File: src/rtl/keypad_scan_ctrl.sv
// Keypad scan controller: column strobe generation, row synchronisation,
// frame-based debounce, press detection and a small key-code FIFO for the CPU.
module keypad_scan_ctrl #(
  parameter int unsigned SCAN_DIV   = 1000,
  parameter int unsigned DEBOUNCE   = 4,
  parameter int unsigned FIFO_DEPTH = 4
) (
  input  logic       Clock,
  input  logic       Reset_N,
  input  logic [3:0] Row,
  output logic [3:0] Col,
  output logic [7:0] KeypadData,
  output logic       KeyValid,
  input  logic       KeyAck,
  output logic       KeyHeld,
  output logic       Overflow,
  input  logic       ClearOvf
);

  localparam int unsigned CntW   = $clog2(SCAN_DIV);
  localparam int unsigned MatchW = $clog2(DEBOUNCE + 1);
  localparam int unsigned AddrW  = $clog2(FIFO_DEPTH);

  localparam logic [CntW-1:0]   CntLast  = CntW'(SCAN_DIV - 1);
  localparam logic [MatchW-1:0] MatchMax = MatchW'(DEBOUNCE);
  localparam logic [AddrW:0]    DepthP   = (AddrW + 1)'(FIFO_DEPTH);

  typedef enum logic {StIdle, StPressed} state_e;

  // Candidate / stable encoding: {is_key, code}; NONE is 5'b0.
  logic [3:0]        row_s1_q, row_s2_q;
  logic [CntW-1:0]   cnt_q;
  logic [1:0]        col_q;
  logic [1:0]        frame_lows_q, frame_lows_d;
  logic [3:0]        frame_code_q, frame_code_d;
  logic [4:0]        last_q, last_d;
  logic [4:0]        stable_q, stable_d;
  logic [MatchW-1:0] match_q, match_d;
  state_e            state_q, state_d;
  logic [3:0]        key_q, key_d;
  logic              push;

  logic [AddrW:0]    wr_q, rd_q;
  logic [3:0]        mem_q [FIFO_DEPTH];
  logic              ovf_q;

  logic              sample, frame_end, multi;
  logic [3:0]        row_low;
  logic [2:0]        n_low;
  logic [1:0]        row_idx;
  logic [3:0]        lows_sum;
  logic [4:0]        cand;

  logic              empty, full, pop, do_push, drop;

  function automatic logic [3:0] key_code(input logic [1:0] col, input logic [1:0] row);
    logic [3:0] code;
    case ({col, row})
      4'b00_00: code = 4'h1;
      4'b00_01: code = 4'h4;
      4'b00_10: code = 4'h7;
      4'b00_11: code = 4'h0;
      4'b01_00: code = 4'h2;
      4'b01_01: code = 4'h5;
      4'b01_10: code = 4'h8;
      4'b01_11: code = 4'hF;
      4'b10_00: code = 4'h3;
      4'b10_01: code = 4'h6;
      4'b10_10: code = 4'h9;
      4'b10_11: code = 4'hE;
      4'b11_00: code = 4'hA;
      4'b11_01: code = 4'hB;
      4'b11_10: code = 4'hC;
      default:  code = 4'hD;
    endcase
    return code;
  endfunction

  assign sample    = (cnt_q == CntLast);
  assign frame_end = sample && (col_q == 2'd3);
  assign row_low   = ~row_s2_q;
  assign n_low     = {2'b0, row_low[0]} + {2'b0, row_low[1]} + {2'b0, row_low[2]} +
                     {2'b0, row_low[3]};

  // Two-flop synchroniser on the row returns; idle level is all-high.
  always_ff @(posedge Clock or negedge Reset_N) begin
    if (!Reset_N) begin
      row_s1_q <= 4'hF;
      row_s2_q <= 4'hF;
    end else begin
      row_s1_q <= Row;
      row_s2_q <= row_s1_q;
    end
  end

  // Dwell counter and column rotation; the column advances on the sample cycle.
  always_ff @(posedge Clock or negedge Reset_N) begin
    if (!Reset_N) begin
      cnt_q <= '0;
      col_q <= 2'd0;
    end else if (sample) begin
      cnt_q <= '0;
      col_q <= col_q + 2'd1;
    end else begin
      cnt_q <= cnt_q + CntW'(1);
    end
  end

  assign Col = ~(4'b0001 << col_q);

  // Row index of the lowest active row; only meaningful when exactly one is low.
  always_comb begin
    row_idx = 2'd0;
    if (row_low[0])      row_idx = 2'd0;
    else if (row_low[1]) row_idx = 2'd1;
    else if (row_low[2]) row_idx = 2'd2;
    else if (row_low[3]) row_idx = 2'd3;
  end

  // Accumulate low-bit count (saturating at 2) and the single-key code over a frame.
  always_comb begin
    logic [1:0] base_lows;
    logic [3:0] base_code;
    base_lows    = (col_q == 2'd0) ? 2'd0 : frame_lows_q;
    base_code    = (col_q == 2'd0) ? 4'h0 : frame_code_q;
    lows_sum     = {2'b0, base_lows} + {1'b0, n_low};
    frame_lows_d = (lows_sum >= 4'd2) ? 2'd2 : lows_sum[1:0];
    frame_code_d = (n_low == 3'd1) ? key_code(col_q, row_idx) : base_code;
    multi        = (frame_lows_d == 2'd2);
    cand         = (frame_lows_d == 2'd1) ? {1'b1, frame_code_d} : 5'b0;
  end

  // Frame accumulator registers, loaded on every column sample.
  always_ff @(posedge Clock or negedge Reset_N) begin
    if (!Reset_N) begin
      frame_lows_q <= 2'd0;
      frame_code_q <= 4'h0;
    end else if (sample) begin
      frame_lows_q <= frame_lows_d;
      frame_code_q <= frame_code_d;
    end
  end

  // Debounce: count matching frame candidates, MULTI frames leave everything alone.
  always_comb begin
    last_d   = last_q;
    match_d  = match_q;
    stable_d = stable_q;
    if (frame_end && !multi) begin
      if (cand == last_q) begin
        if (match_q != MatchMax) match_d = match_q + MatchW'(1);
      end else begin
        match_d = MatchW'(1);
        last_d  = cand;
      end
      if (match_d == MatchMax && cand != stable_q) stable_d = cand;
    end
  end

  // Debounce state registers.
  always_ff @(posedge Clock or negedge Reset_N) begin
    if (!Reset_N) begin
      last_q   <= 5'b0;
      match_q  <= '0;
      stable_q <= 5'b0;
    end else begin
      last_q   <= last_d;
      match_q  <= match_d;
      stable_q <= stable_d;
    end
  end

  // Press FSM next state: push once per new stable key, never on release or hold.
  always_comb begin
    state_d = state_q;
    key_d   = key_q;
    push    = 1'b0;
    unique case (state_q)
      StIdle: begin
        if (stable_q[4]) begin
          push    = 1'b1;
          state_d = StPressed;
          key_d   = stable_q[3:0];
        end
      end
      StPressed: begin
        if (!stable_q[4]) begin
          state_d = StIdle;
        end else if (stable_q[3:0] != key_q) begin
          push  = 1'b1;
          key_d = stable_q[3:0];
        end
      end
    endcase
  end

  // Press FSM state register.
  always_ff @(posedge Clock or negedge Reset_N) begin
    if (!Reset_N) begin
      state_q <= StIdle;
      key_q   <= 4'h0;
    end else begin
      state_q <= state_d;
      key_q   <= key_d;
    end
  end

  assign KeyHeld = (state_q == StPressed);

  assign empty   = (wr_q == rd_q);
  assign full    = ((wr_q - rd_q) == DepthP);
  assign pop     = KeyAck && !empty;
  assign do_push = push && (!full || pop);
  assign drop    = push && full && !pop;

  // FIFO pointers and sticky overflow; a new overflow beats ClearOvf.
  always_ff @(posedge Clock or negedge Reset_N) begin
    if (!Reset_N) begin
      wr_q  <= '0;
      rd_q  <= '0;
      ovf_q <= 1'b0;
    end else begin
      if (do_push) wr_q <= wr_q + (AddrW + 1)'(1);
      if (pop)     rd_q <= rd_q + (AddrW + 1)'(1);
      if (drop)          ovf_q <= 1'b1;
      else if (ClearOvf) ovf_q <= 1'b0;
    end
  end

  // FIFO storage; contents are only visible through the pointers so need no reset.
  always_ff @(posedge Clock) begin
    if (do_push) mem_q[wr_q[AddrW-1:0]] <= key_d;
  end

  assign KeyValid   = !empty;
  assign KeypadData = empty ? 8'h00 : {4'h0, mem_q[rd_q[AddrW-1:0]]};
  assign Overflow   = ovf_q;

endmodule
File: config.mk
export PLATFORM = sky130hd
export DESIGN_NAME = keypad_scan_ctrl
export DESIGN_NICKNAME = d
export VERILOG_FILES = /design/src/rtl/keypad_scan_ctrl.sv
export SDC_FILE = /design/constraint.sdc
export NUM_CORES = 1
export LEC_CHECK = 0
export CORE_MARGIN = 8
export CORE_UTILIZATION = 48
export DETAILED_ROUTE_END_ITERATION = 16
export PLACE_DENSITY = 0.75
export SKIP_CTS_REPAIR_TIMING = 1
export SLEW_MARGIN = 0
export SYNTH_ARGS = -nofsm -noshare
export SYNTH_HDL_FRONTEND = slang
export SYNTH_SLANG_ARGS = --single-unit
File: constraint.sdc
create_clock -name Clock -period 7.5 [get_ports Clock]
set_input_delay 0.75 -clock Clock [delete_from_list [all_inputs] [get_ports Clock]]
set_output_delay 0.75 -clock Clock [all_outputs]
set_load 0.01 [all_outputs]
==> Word-level counts from Yosys, hierarchy flattened <==
Memories as Yosys holds them, arrays and structs flattened.
Index checks and enable logic that the tools add are counted.
{ "word_totals": {"regBits": 51, "mem_bits_rw": 16, "mem_bits_ro": 64, "out_inout_bits": 15, "wordCells": 86, "memories": 2} }
{ "mem_list": {"columns": ["name", "words", "word_bits", "read_ports", "rd_ports_with_merged_regs", "write_ports", "line_no", "source"], "rows": [
  ["(no name shown)", 16, 4, 1, 0, 0, "58", "case ({col, row})"],
  ["mem_q", 4, 4, 1, 0, 1, "44", "logic [3:0] mem_q [FIFO_DEPTH];"]
]} }
{ "classes": {"n_addsub": 10, "n_lt_le_gt_ge": 1, "n_eq_ne": 12, "shift": 1, "muxes": 26, "bitwise": 4, "reduce_logical": 16} }
{ "ops": {"columns": ["cell", "n"], "rows": [
  ["4-bit two-way mux", 6],
  ["2-bit two-way mux", 6],
  ["10-bit by 1-bit adder with 10-bit output, second input constant", 1],
  ["10-bit == test, second input constant", 1],
  ["10-bit two-way mux", 1],
  ["3-bit by 1-bit adder with 3-bit output, second input constant", 3],
  ["3-bit two-way mux", 3],
  ["4-bit NOT", 2],
  ["4-bit case mux with 2 select lines", 1],
  ["1-bit logical AND", 7],
  ["1-bit two-way mux", 7],
  ["3-bit == test, second input constant", 2],
  ["5-bit == test", 1],
  ["5-bit two-way mux", 1],
  ["5-bit inequality test", 1],
  ["2-bit by 3-bit adder with 4-bit output", 1],
  ["2-bit == test, second input constant", 2],
  ["4-bit by 2-bit greater-or-equal comparator with 1-bit output, second input constant", 1],
  ["1-bit logical NOT", 4],
  ["4-bit inequality test", 1],
  ["2-bit AND reduction", 2],
  ["1-bit by 2-bit left shift with 4-bit output, first input constant", 1],
  ["2-bit by 1-bit adder with 3-bit output", 1],
  ["3-bit by 1-bit adder with 3-bit output", 1],
  ["12 further kinds", 13]
]} }

==> Logic depth before layout (Yosys ltp) <==
{ "logic_depth": {"word_depth": 15, "mapped_depth": 14, "depth_no_buf": 13} }

==> Worst setup path after synthesis <==
No wires, ideal clock.
{ "synth_path": {"path_kind": "reg-to-reg", "from": "register row_s2_q[0]", "to": "register stable_q[0]", "setup_time_ps": 125, "arrival_ps": 3840, "t_required_ps": 7375, "slack_ps": 3535, "path_stages_with_launch": 14, "path_cell_list": "dfstp_2 fa_1 inv_1 ha_1 ha_1 inv_1 fa_1 nand4b_1 o21ai_0 clkbuf_1 nand2_1 o32a_1 a311oi_4 mux2_2"} }
{ "synth_between": {"elab_chain_cells": 15, "word_cells_on_any_way": 23} }
{ "synth_rtl": {"columns": ["item", "line_no", "source"], "rows": [
  ["start: declaration", "31", "logic [3:0] row_s1_q, row_s2_q;"],
  ["start signal: assignment", "92", "row_s2_q <= row_s1_q;"],
  ["4-bit NOT *", "81", "assign row_low = ~row_s2_q;"],
  ["1-bit by 1-bit adder with 2-bit output", "82", "assign n_low = {2'b0, row_low[0]} + {2'b0, row_low[1]} + {2'b0, row_low[2]} +"],
  ["2-bit by 1-bit adder with 3-bit output", "82", null],
  ["3-bit by 1-bit adder with 3-bit output", "82", null],
  ["2-bit by 3-bit adder with 4-bit output", "126", "lows_sum = {2'b0, base_lows} + {1'b0, n_low};"],
  ["4-bit by 2-bit greater-or-equal comparator with 1-bit output", "127", "frame_lows_d = (lows_sum >= 4'd2) ? 2'd2 : lows_sum[1:0];"],
  ["2-bit two-way mux", "127", null],
  ["2-bit by 1-bit == test with 1-bit output", "130", "cand = (frame_lows_d == 2'd1) ? {1'b1, frame_code_d} : 5'b0;"],
  ["5-bit two-way mux", "130", null],
  ["5-bit == test", "150", "if (cand == last_q) begin"],
  ["3-bit two-way mux", "150", null],
  ["3-bit two-way mux", "149", "if (frame_end && !multi) begin"],
  ["3-bit == test", "156", "if (match_d == MatchMax && cand != stable_q) stable_d = cand;"],
  ["1-bit logical AND", "156", null],
  ["2-bit AND reduction (no line)", null, null],
  ["end signal: assignment", "169", "stable_q <= stable_d;"],
  ["end: declaration", "37", "logic [4:0] stable_q, stable_d;"]
]} }
Mark *: on every way between the ends. The rest lies on a longest branch, timed or not. The select of a mux whose other input is x is not followed.
A chain may end at the register's enable or synchronous reset.

==> Worst setup path after layout <==
{ "layout_path": {"from": "register row_s2_q[0]", "to": "register stable_q[4]"} }
Same word-level chain as after synthesis.

==> results.ini <==
[outcome]
status=finished, final reports clean

[cells_and_area]
nNetsFinal=372
nFillCells=632
layout-drive-gt1-share_pct=14.1
diodes=0
syn_to_final_growth_pct=12.0

[hold_path]
min_from=row_s1_q[2]$_DFF_PN1_
whs_endpoint=row_s2_q[2]$_DFF_PN1_
hold_path_depth=0
hold_path.class=reg -> reg

[critical_path]
worst-path-max-fanout=12
r2r_start=row_s2_q[0]$_DFF_PN1_
cp_data_arrival_time_ps=4840
r2r_cells=13
r2r_end=stable_q[4]$_DFFE_PN0P_
required_ps=7730
cp_slowest_stage_delay_ps=880
start_kind=flip-flop
critPathKind=reg -> reg
cp_top_family=compound AO/OA/AOI/OAI gates
crit_path_top_delay_cell=o21ai_0
r2r_slack_ps=2890
crit_chain=fa_1, inv_1, ha_1, ha_1, inv_1, fa_1, nand4b_1, o21ai_0, o21ai_0, a31oi_1, o211ai_1, a311oi_4, mux2_2
cp-end-kind=flip-flop
path_buf_inv=2

[synthesis]
synth_area_leaders=dfrtp_1 (30%), edfxtp_1 (13%), ha_1 (6.6%)
netlist.area_leader.share_pct=29.8
syn_area_per_cell_sq_um=11.2
synthArstFlopShare_pct=76.1
synthFlopType=dfrtp_1
synth_cells=321
yosysWarnings=0
ys_ff_latch=67
synthesis.area_sq_um=3610
synth_top_area_cell=dfrtp_1
synth_edf_count=16
yosysSeqAreaShare_pct=49.0
synthDistinctLibCells=61

[placement]
pre_cts_ws_ps=2940
io_buffer_count=18
routabilityCongestion=0.830
hpwlAfterDp_um=4680

[sta]
worst_slack_ps=2890
post-route-period-util_pct=61.5
max_freq_mhz=217
setup_violations=0
relSlewSlack_pct=26.4
fin_hold_ws_ps=357
skew_ps=6.27
grt_setup_unrepaired=false
setup_tns_ps=0
final_max_slew_viol_count=0
final_hold_viol_count=0
worstMarginPinSlew_ps=1090
period_minus_slack_ps=4610

[drt]
vias_per_cell=5.37
routed_wirelength_um=6470
vias=2402
drc_errors=0
drtAntennaViolNets=0
wl_per_cell_um=14.5
drt-initial-drc-count=156
drt-pass1-iter-count=4

[clocking]
cts_tree=done
htreeDepth=3
clock_tree.buffer_depth=2
root_buffer=clkbuf_8
cts_sinks=67
clk_latency_ps=340
cts_buffers=9
clk_pin_slew_worst_paths_ps=80

[floorplan]
fp.dieH_um=103
dieArea_sq_um=10500
initial_core_util_pct=49.7
rows=31
die_w_um=103
coreArea_sq_um=7250
io_pins=23

[global_route]
grt_pass1_wl_um=11400
grt_pass1_vias=2431
antenna_found_initial=0
groute.usage.overall_pct=13.9
overflow=0
grt_max_degree=52

[run]
maxCapViolCount=0

[power]
ir_drop_mv=0.132
powerDensity_nw_per_um2=196
leakagePower_nw=1.74

-- cells by family (layout without fill, tap and decap cells) --
family,count (synthesis),in the layout,synth area share (%)
and+or+nand+nor,97,97,14.5
DFF,67,67,49.0
AOI/OAI and AO/OA,57,57,11.7
buffers and inverters,37,61,4.51
adders and majority gates,21,21,7.70
xor gates and xnor gates,21,21,5.10
muxes,20,20,7.39
other,1,4,0.104
-- cells in the mapped netlist, drive strengths merged (2+ instances only) --
| cell type | number |
|---|---|
| a21oi | 10 |
| a311oi | 3 |
| a31oi | 3 |
| a41o | 2 |
| and2 | 14 |
| and3 | 5 |
| buf | 6 |
| clkbuf | 6 |
| dfrtp | 43 |
| dfstp | 8 |
| edfxtp | 16 |
| fa | 2 |
| ha | 19 |
| inv | 25 |
| mux2 | 13 |
| mux2i | 3 |
| mux4 | 4 |
| nand2 | 25 |
| nand2b | 4 |
| nand3 | 7 |
| nand4 | 3 |
| nand4b | 3 |
| nor2 | 12 |
| nor2b | 5 |
| nor3 | 6 |
| o211ai | 3 |
| o21ai | 15 |
| o22ai | 2 |
| o31ai | 5 |
| o32ai | 2 |
| or3 | 5 |
| or3b | 2 |
| xnor2 | 9 |
| xor2 | 12 |
-- power by group --
group	total, mW	switching (mW)	internal [mW]
registers	0.406	0.0215	0.385
clock network	0.266	0.146	0.121
logic	0.119	0.0638	0.0557
total	0.792	0.231	0.561
-- through the flow --
stage / power [mW] / cells / instance area (sq um) / util, %
after floorplan: 0.502 / 324 / 3620 / -
after global placement: 0.531 / 431 / 3860 / 53.3
after detailed placement: 0.534 / 431 / 3860 / 53.3
after CTS: 0.804 / 447 / 4040 / 55.7
after global routing: 0.836 / 447 / 4040 / 55.7
final: 0.792 / 447 / 4040 / 55.7
-- area by class of cell --
| type | count | area (sq um) | share of cell area (%) |
|---|---|---|---|
| Clock buffer | 9 | 124 | 3.07 |
| Clock inverter | 7 | 52.6 | 1.30 |
| Inverter | 25 | 93.8 | 2.32 |
| Multi-Input combinational cell | 220 | 1690 | 41.8 |
| Sequential cell | 67 | 1770 | 43.7 |
| Tap cell | 99 | 124 | 3.07 |
| Timing Repair Buffer | 20 | 190 | 4.71 |
-- state kept, by name, indices dropped and copies added, names as in the netlist --
name	cells
Overflow	1
last_q	5
match_q	3
col_q	2
KeyHeld	1
rd_q	3
mem_q	16
cnt_q	10
wr_q	3
row_s1_q	4
frame_code_q	4
key_q	4
stable_q	5
row_s2_q	4
frame_lows_q	2
-- worst max-delay path by stage --
stage	slack, ps	depth (start not counted)	to	from
after global routing	2520	13	stable_q[4]$_DFFE_PN0P_	row_s2_q[0]$_DFF_PN1_
after global placement	3010	13	stable_q[4]$_DFFE_PN0P_	row_s2_q[0]$_DFF_PN1_
after floorplan	3540	13	stable_q[0]$_DFFE_PN0P_	row_s2_q[0]$_DFF_PN1_
final	2890	13	stable_q[4]$_DFFE_PN0P_	row_s2_q[0]$_DFF_PN1_
after detailed placement	2940	13	stable_q[4]$_DFFE_PN0P_	row_s2_q[0]$_DFF_PN1_
after CTS	2880	13	stable_q[4]$_DFFE_PN0P_	row_s2_q[0]$_DFF_PN1_
-- worst register-to-register path, cell delays in order (launching register included) --
cell and delay [ps]:
dfstp_2 400, fa_1 530, inv_1 40, ha_1 170, ha_1 350, inv_1 80
fa_1 600, nand4b_1 120, o21ai_0 880, o21ai_0 210, a31oi_1 190, o211ai_1 130
a311oi_4 410, mux2_2 380
-- placed cells by master, fill, tap and decap left out, types with 6 or more instances in the layout --
master           instances
a21oi_1                 10
and2_1                  14
clkbuf_8                 9
clkdlybuf4s50_1         17
dfrtp_1                 43
dfstp_2                  8
edfxtp_1                16
ha_1                    19
inv_1                   25
mux2_2                  12
nand2_1                 25
nand3_1                  7
nor2_1                  12
nor3_1                   6
o21ai_0                 13
xnor2_1                  9
xor2_1                  12
-- per-layer routing --
| metal | track usage, % | share of wire (%) | up-vias |
|---|---|---|---|
| met5 | 0 | 0 | - |
| li1 | - | - | 1183 |
| met1 | 17.4 | 47 | 1157 |
| met2 | 22.1 | 47 | 48 |
| met4 | 7.00 | 1.9 | 0 |
| met3 | 3.11 | 3.9 | 14 |
Power figures use the tool's default switching activity.
==> RTL change 1 (config.mk and constraints unchanged) <==
The parameter `SCAN_DIV` goes from 1000 to 250.
--- a/src/rtl/keypad_scan_ctrl.sv
+++ b/src/rtl/keypad_scan_ctrl.sv
@@ -3,3 +3,3 @@
 module keypad_scan_ctrl #(
-  parameter int unsigned SCAN_DIV   = 1000,
+  parameter int unsigned SCAN_DIV   = 250,
   parameter int unsigned DEBOUNCE   = 4,
Behaviour: same outputs for any inputs over 10 cycles, from zero or initial values and one cycle with Reset_N low; that may be too few to reach the edited logic, so the function may still have changed.
==> RTL change 1 against the original RTL <==
Non-clock buffer count stayed put; critical path type unchanged; area after synthesis decreased by 4.4%; largest cell class unchanged; sequential cell count fell by 2; highest routed layer unchanged; setup slack better by 0.18 ns; combinational power is 6% lower; cell area down 2.9%; critical endpoint is now stable_q[3]; final cell count decreased by 7.2%; utilization fell by 0.44 points; sequential share of layout area about the same; routed wire length is 6.8% lower; power increased by 4.5%; largest power group unchanged.
==> RTL change 1: results (changes against the original RTL) <==
| Metric | Value |
|---|---|
| Num CTS Buffers | 9 (unchanged) |
| Global-route wire length before repair | 10,200 µm (was 11,400 µm) |
| Clock Latency Late Sink | 0.34 ns (about the same) |
| Leakage | 0.00174 µW (about the same) |
| Drt wl/cell | 14.5 µm (about the same) |
| Initial antenna violation count | 0 (unchanged) |
| Post-synth EDFFs | 16 (unchanged) |
| Critical path data arrival time | 4.65 ns (was 4.84 ns) |
| Vias in the first global route | 2,081 (was 2,431) |
| Largest net degree at the start of global routing | 50 (was 52) |
| Fraction of registers with async set/reset | 0.754 (was 0.761) |
| Buffers on Ports | 18 (unchanged) |
| Status | complete, no violations (unchanged) |
| Root buffer cell | clkbuf_8 (unchanged) |
| Multiplexer share of the synthesized area | 0.0842 (was 0.0739) |
| Synth Area in Adders | 0.0915 (was 0.0770) |
| Worst slew pin tran | 0.622 ns (was 1.09 ns) |
| Seq/Total Area, Yosys | 0.498 (was 0.490) |
| Gr usage total | 0.130 (was 0.139) |
| Placed cell count | 399 (was 431) |
| Synth top cells by count | dfrtp_1, ha_1, inv_1 (was dfrtp_1, inv_1, nand2_1) |
| Setup Skew | 0.0101 ns (was 0.00627 ns) |
| Worst vdd ir | 96.2 µV (was 132 µV) |
| Fillers | 593 (was 632) |
| RD Place Congestion | 0.752 (was 0.830) |
| Post-layout net count | 343 (was 372) |
| P_sw | 212 µW (was 231 µW) |
| Gate count after technology mapping | 290 (was 321) |
| CP max FO | 11 (was 12) |
| HP Class | flop to flop (unchanged) |
| Top post-synthesis cells by area | dfrtp_1, edfxtp_1, ha_1 (unchanged) |
| Ys flop type | dfrtp_1 (unchanged) |
| Clock slew seen by the registers of the worst setup and hold paths | 0.07 ns |
| Post-DP HPWL | 4390 µm (was 4680 µm) |
| Synth warnings | 0 (unchanged) |
| Clock Tree Buf Depth | 2 (unchanged) |
| DR iter-0 viols | 100 (was 156) |
| Ratio of cells with drive above 1 in the final layout | 0.193 (was 0.141) |
| H-tree depth | 3 (unchanged) |
| Synth Area in Compound Gates | 0.101 (was 0.117) |
| Vias/cell | 5.13 (was 5.37) |
| Post-synthesis cell type count | 53 (was 61) |
| ANT cells | 0 (unchanged) |
| Number of flip-flops under the largest register name | 16 (unchanged) |
| Post-Synth XOR/XNOR Area | 0.0559 (was 0.0510) |
| Drt pass-1 iters | 4 (unchanged) |
| Final std cells w/o fill | 415 (was 447) |
RTL change 1: changes by cell type after synthesis, moves of 4 or more:
cell | before | now
nand2_1 | 25 | 17
nor3_1 | 6 | 2
nor2_1 | 12 | 19
or3_1 | 5 | 1
o21ai_0 | 13 | 9
inv_1 | 25 | 21
mux2_2 | 12 | 16
and2_1 | 14 | 8
RTL change 1: area by class of cell:
type                    count  area share
clock inverters             7      0.0243
well taps                  99      0.0316
repair buffers             20      0.0485
inverters                  21      0.0201
flip-flops and latches     65       0.438
multi-input cells         194       0.406
clock buffers               9      0.0316
RTL change 1: worst max-delay path: stages (launching register included):
cell	delay, ns
dfstp_2	0.41
fa_1	0.54
inv_1	0.04
ha_1	0.17
ha_1	0.34
inv_1	0.08
fa_1	0.44
a211oi_1	0.22
mux2i_1	0.14
and3b_1	0.45
and3_1	0.31
xnor2_1	0.17
o211ai_2	0.20
a2111oi_4	0.42
mux2_2	0.39
RTL change 1: final timing paths:
check / cells after the start / endpoint / start / slack [ns]
max reg2reg: 14 / stable_q[3] / row_s2_q[0] / 3.07
min in group asynchronous: 2 / frame_code_q[3] / Reset_N / 0.51
max: 14 / stable_q[3] / row_s2_q[0] / 3.07
min: 0 / row_s2_q[3] / row_s1_q[3] / 0.36
max in group asynchronous: 2 / Overflow / Reset_N / 6.56
min reg2reg: 0 / row_s2_q[3] / row_s1_q[3] / 0.36
RTL change 1: through the flow:
step	total power, µW	utilization	worst slack (ns)	cell area, µm²	hold WS (ns)
6_report	828	0.552	3.07	3920	0.357
5_1_grt	871	0.552	2.75	3920	0.364
4_1_cts	840	0.552	3.10	3920	0.360
3_5_place_dp	516	0.522	3.10	3700	0.348
3_3_place_gp	512	0.522	3.26	3700	0.346
2_1_floorplan	484	-	3.55	3460	0.345
RTL change 1: power by group through the flow:
stage,Combinational (µW),Clock (µW),Sequential (µW)
after floorplan,92.6,0,391
after global placement,109,0,403
after detailed placement,112,0,404
after CTS,113,330,397
after global routing,127,344,400
final,112,319,396
RTL change 1: kinds of logic after synthesis:
group / count (synthesis)
flip-flops: 65
AO/OA/AOI/OAI: 41
buffers and inverters: 34
other: 1
multiplexers: 22
adder cells (fa/ha/maj): 24
AND/OR/NAND/NOR: 81
XOR/XNOR: 22
RTL change 1: metal layers:
layer / up-vias / wire (µm) / GRT usage
li1: 1047 / - / -
met4: 0 / 68 / 0.0453
met3: 6 / 216 / 0.0380
met2: 25 / 2790 / 0.203
met1: 1051 / 2950 / 0.167
met5: - / 0 / 0
==> RTL change 2 (config.mk and constraints unchanged) <==
Without the edit above. Add an input register stage for `KeyAck`, without a reset; this delays it by one clock. The other inputs are not delayed to match.
--- a/src/rtl/keypad_scan_ctrl.sv
+++ b/src/rtl/keypad_scan_ctrl.sv
@@ -28,2 +28,8 @@
   typedef enum logic {StIdle, StPressed} state_e;
+
+  logic KeyAck_q;
+
+  always_ff @(posedge Clock) begin
+    KeyAck_q <= KeyAck;
+  end
 
@@ -211,3 +217,3 @@
   assign full    = ((wr_q - rd_q) == DepthP);
-  assign pop     = KeyAck && !empty;
+  assign pop     = KeyAck_q && !empty;
   assign do_push = push && (!full || pop);
Check against the original RTL: same outputs for any inputs over 10 cycles, from zero or initial values and one cycle with Reset_N low; that may be too few to reach the edited logic, so the function may still have changed.
==> RTL change 2 against the original RTL <==
Setup slack better by 0.50 ns; hold slack lost 0.0055 ns; sequential power fell by 5.4%; power down 1.9%; sequential cell count grew 1; clock skew up 0.0031 ns; cell area grew 2.4%; routed wire length rose by 1.8%; area after synthesis is 1.2% higher; die area is 1.1% higher; critical path type unchanged; largest power group unchanged; highest routed layer unchanged.
==> RTL change 2: results (changes against the original RTL) <==
| Metric | Value |
|---|---|
| Status | complete, no violations (unchanged) |
| Reg-to-Reg End | last_q[0] (was stable_q[4]) |
| Worst vdd ir | 119 µV (was 132 µV) |
| Synth Area in Adders | 0.0761 (was 0.0770) |
| Final std cells w/o fill | 448 (was 447) |
| Setup Skew | 0.00941 ns (was 0.00627 ns) |
| Post-Synth XOR/XNOR Area | 0.0504 (was 0.0510) |
| Int Power | 593 µW (was 561 µW) |
| Clock share of power | 0.426 (was 0.336) |
| GRT met1 Usage | 0.163 (was 0.174) |
| Post-DP HPWL | 4890 µm (was 4680 µm) |
| Pre-CTS WS | 3.43 ns (was 2.94 ns) |
| Placed cell count | 432 (was 431) |
| Top post-synthesis cells by area | dfrtp_1, edfxtp_1, ha_1 (unchanged) |
| Vias/cell | 5.31 (was 5.37) |
| Global-route wire length before repair | 11,400 µm (about the same) |
| Gate count after technology mapping | 320 (was 321) |
| Placed instance area | 3910 µm² (was 3860 µm²) |
| Fraction of registers with async set/reset | 0.750 (was 0.761) |
| Leakage | 0.00176 µW (was 0.00174 µW) |
| RD Place Congestion | 0.926 (was 0.830) |
| Vias in the first global route | 2,388 (was 2,431) |
| CP peak stage delay | 0.54 ns (was 0.88 ns) |
| Slowest CP cell | fa_1 (was o21ai_0) |
| Reg2reg setup slack | 3.39 ns (was 2.89 ns) |
| Post-synthesis cell type count | 60 (was 61) |
| Reg2reg path depth | 14 (was 13) |
## RTL change 2: cell types whose count changed after synthesis, sizes merged, moves of 3 or more
cell,change
inv,-6
nand3,+3
o31ai,-3
xnor2,+3
or3,-5
nor3,+4
xor2,-3
nor2,+8
nor2b,+3
## RTL change 2: layout make-up
| class | instances | area (µm²) |
|---|---|---|
| repair buffers | 20 | 190 |
| multi-input cells | 223 | 1740 |
| well taps | 102 | 128 |
| fillers | 662 | 3390 |
| flip-flops and latches | 68 | 1790 |
| clock buffers | 9 | 124 |
| clock inverters | 7 | 98.8 |
| inverters | 19 | 71.3 |
## RTL change 2: per-stage QoR
stage	util	hold slack [ns]
floorplan	-	0.345
global placement	0.520	0.348
detailed placement	0.520	0.347
CTS	0.550	0.353
global route	0.550	0.356
finish	0.550	0.351
## RTL change 2: metal layers
metal / up-vias / routed length [µm]
met5: - / 0
met4: 0 / 131
met3: 11 / 240
met2: 32 / 3340
met1: 1170 / 2870
li1: 1166 / -
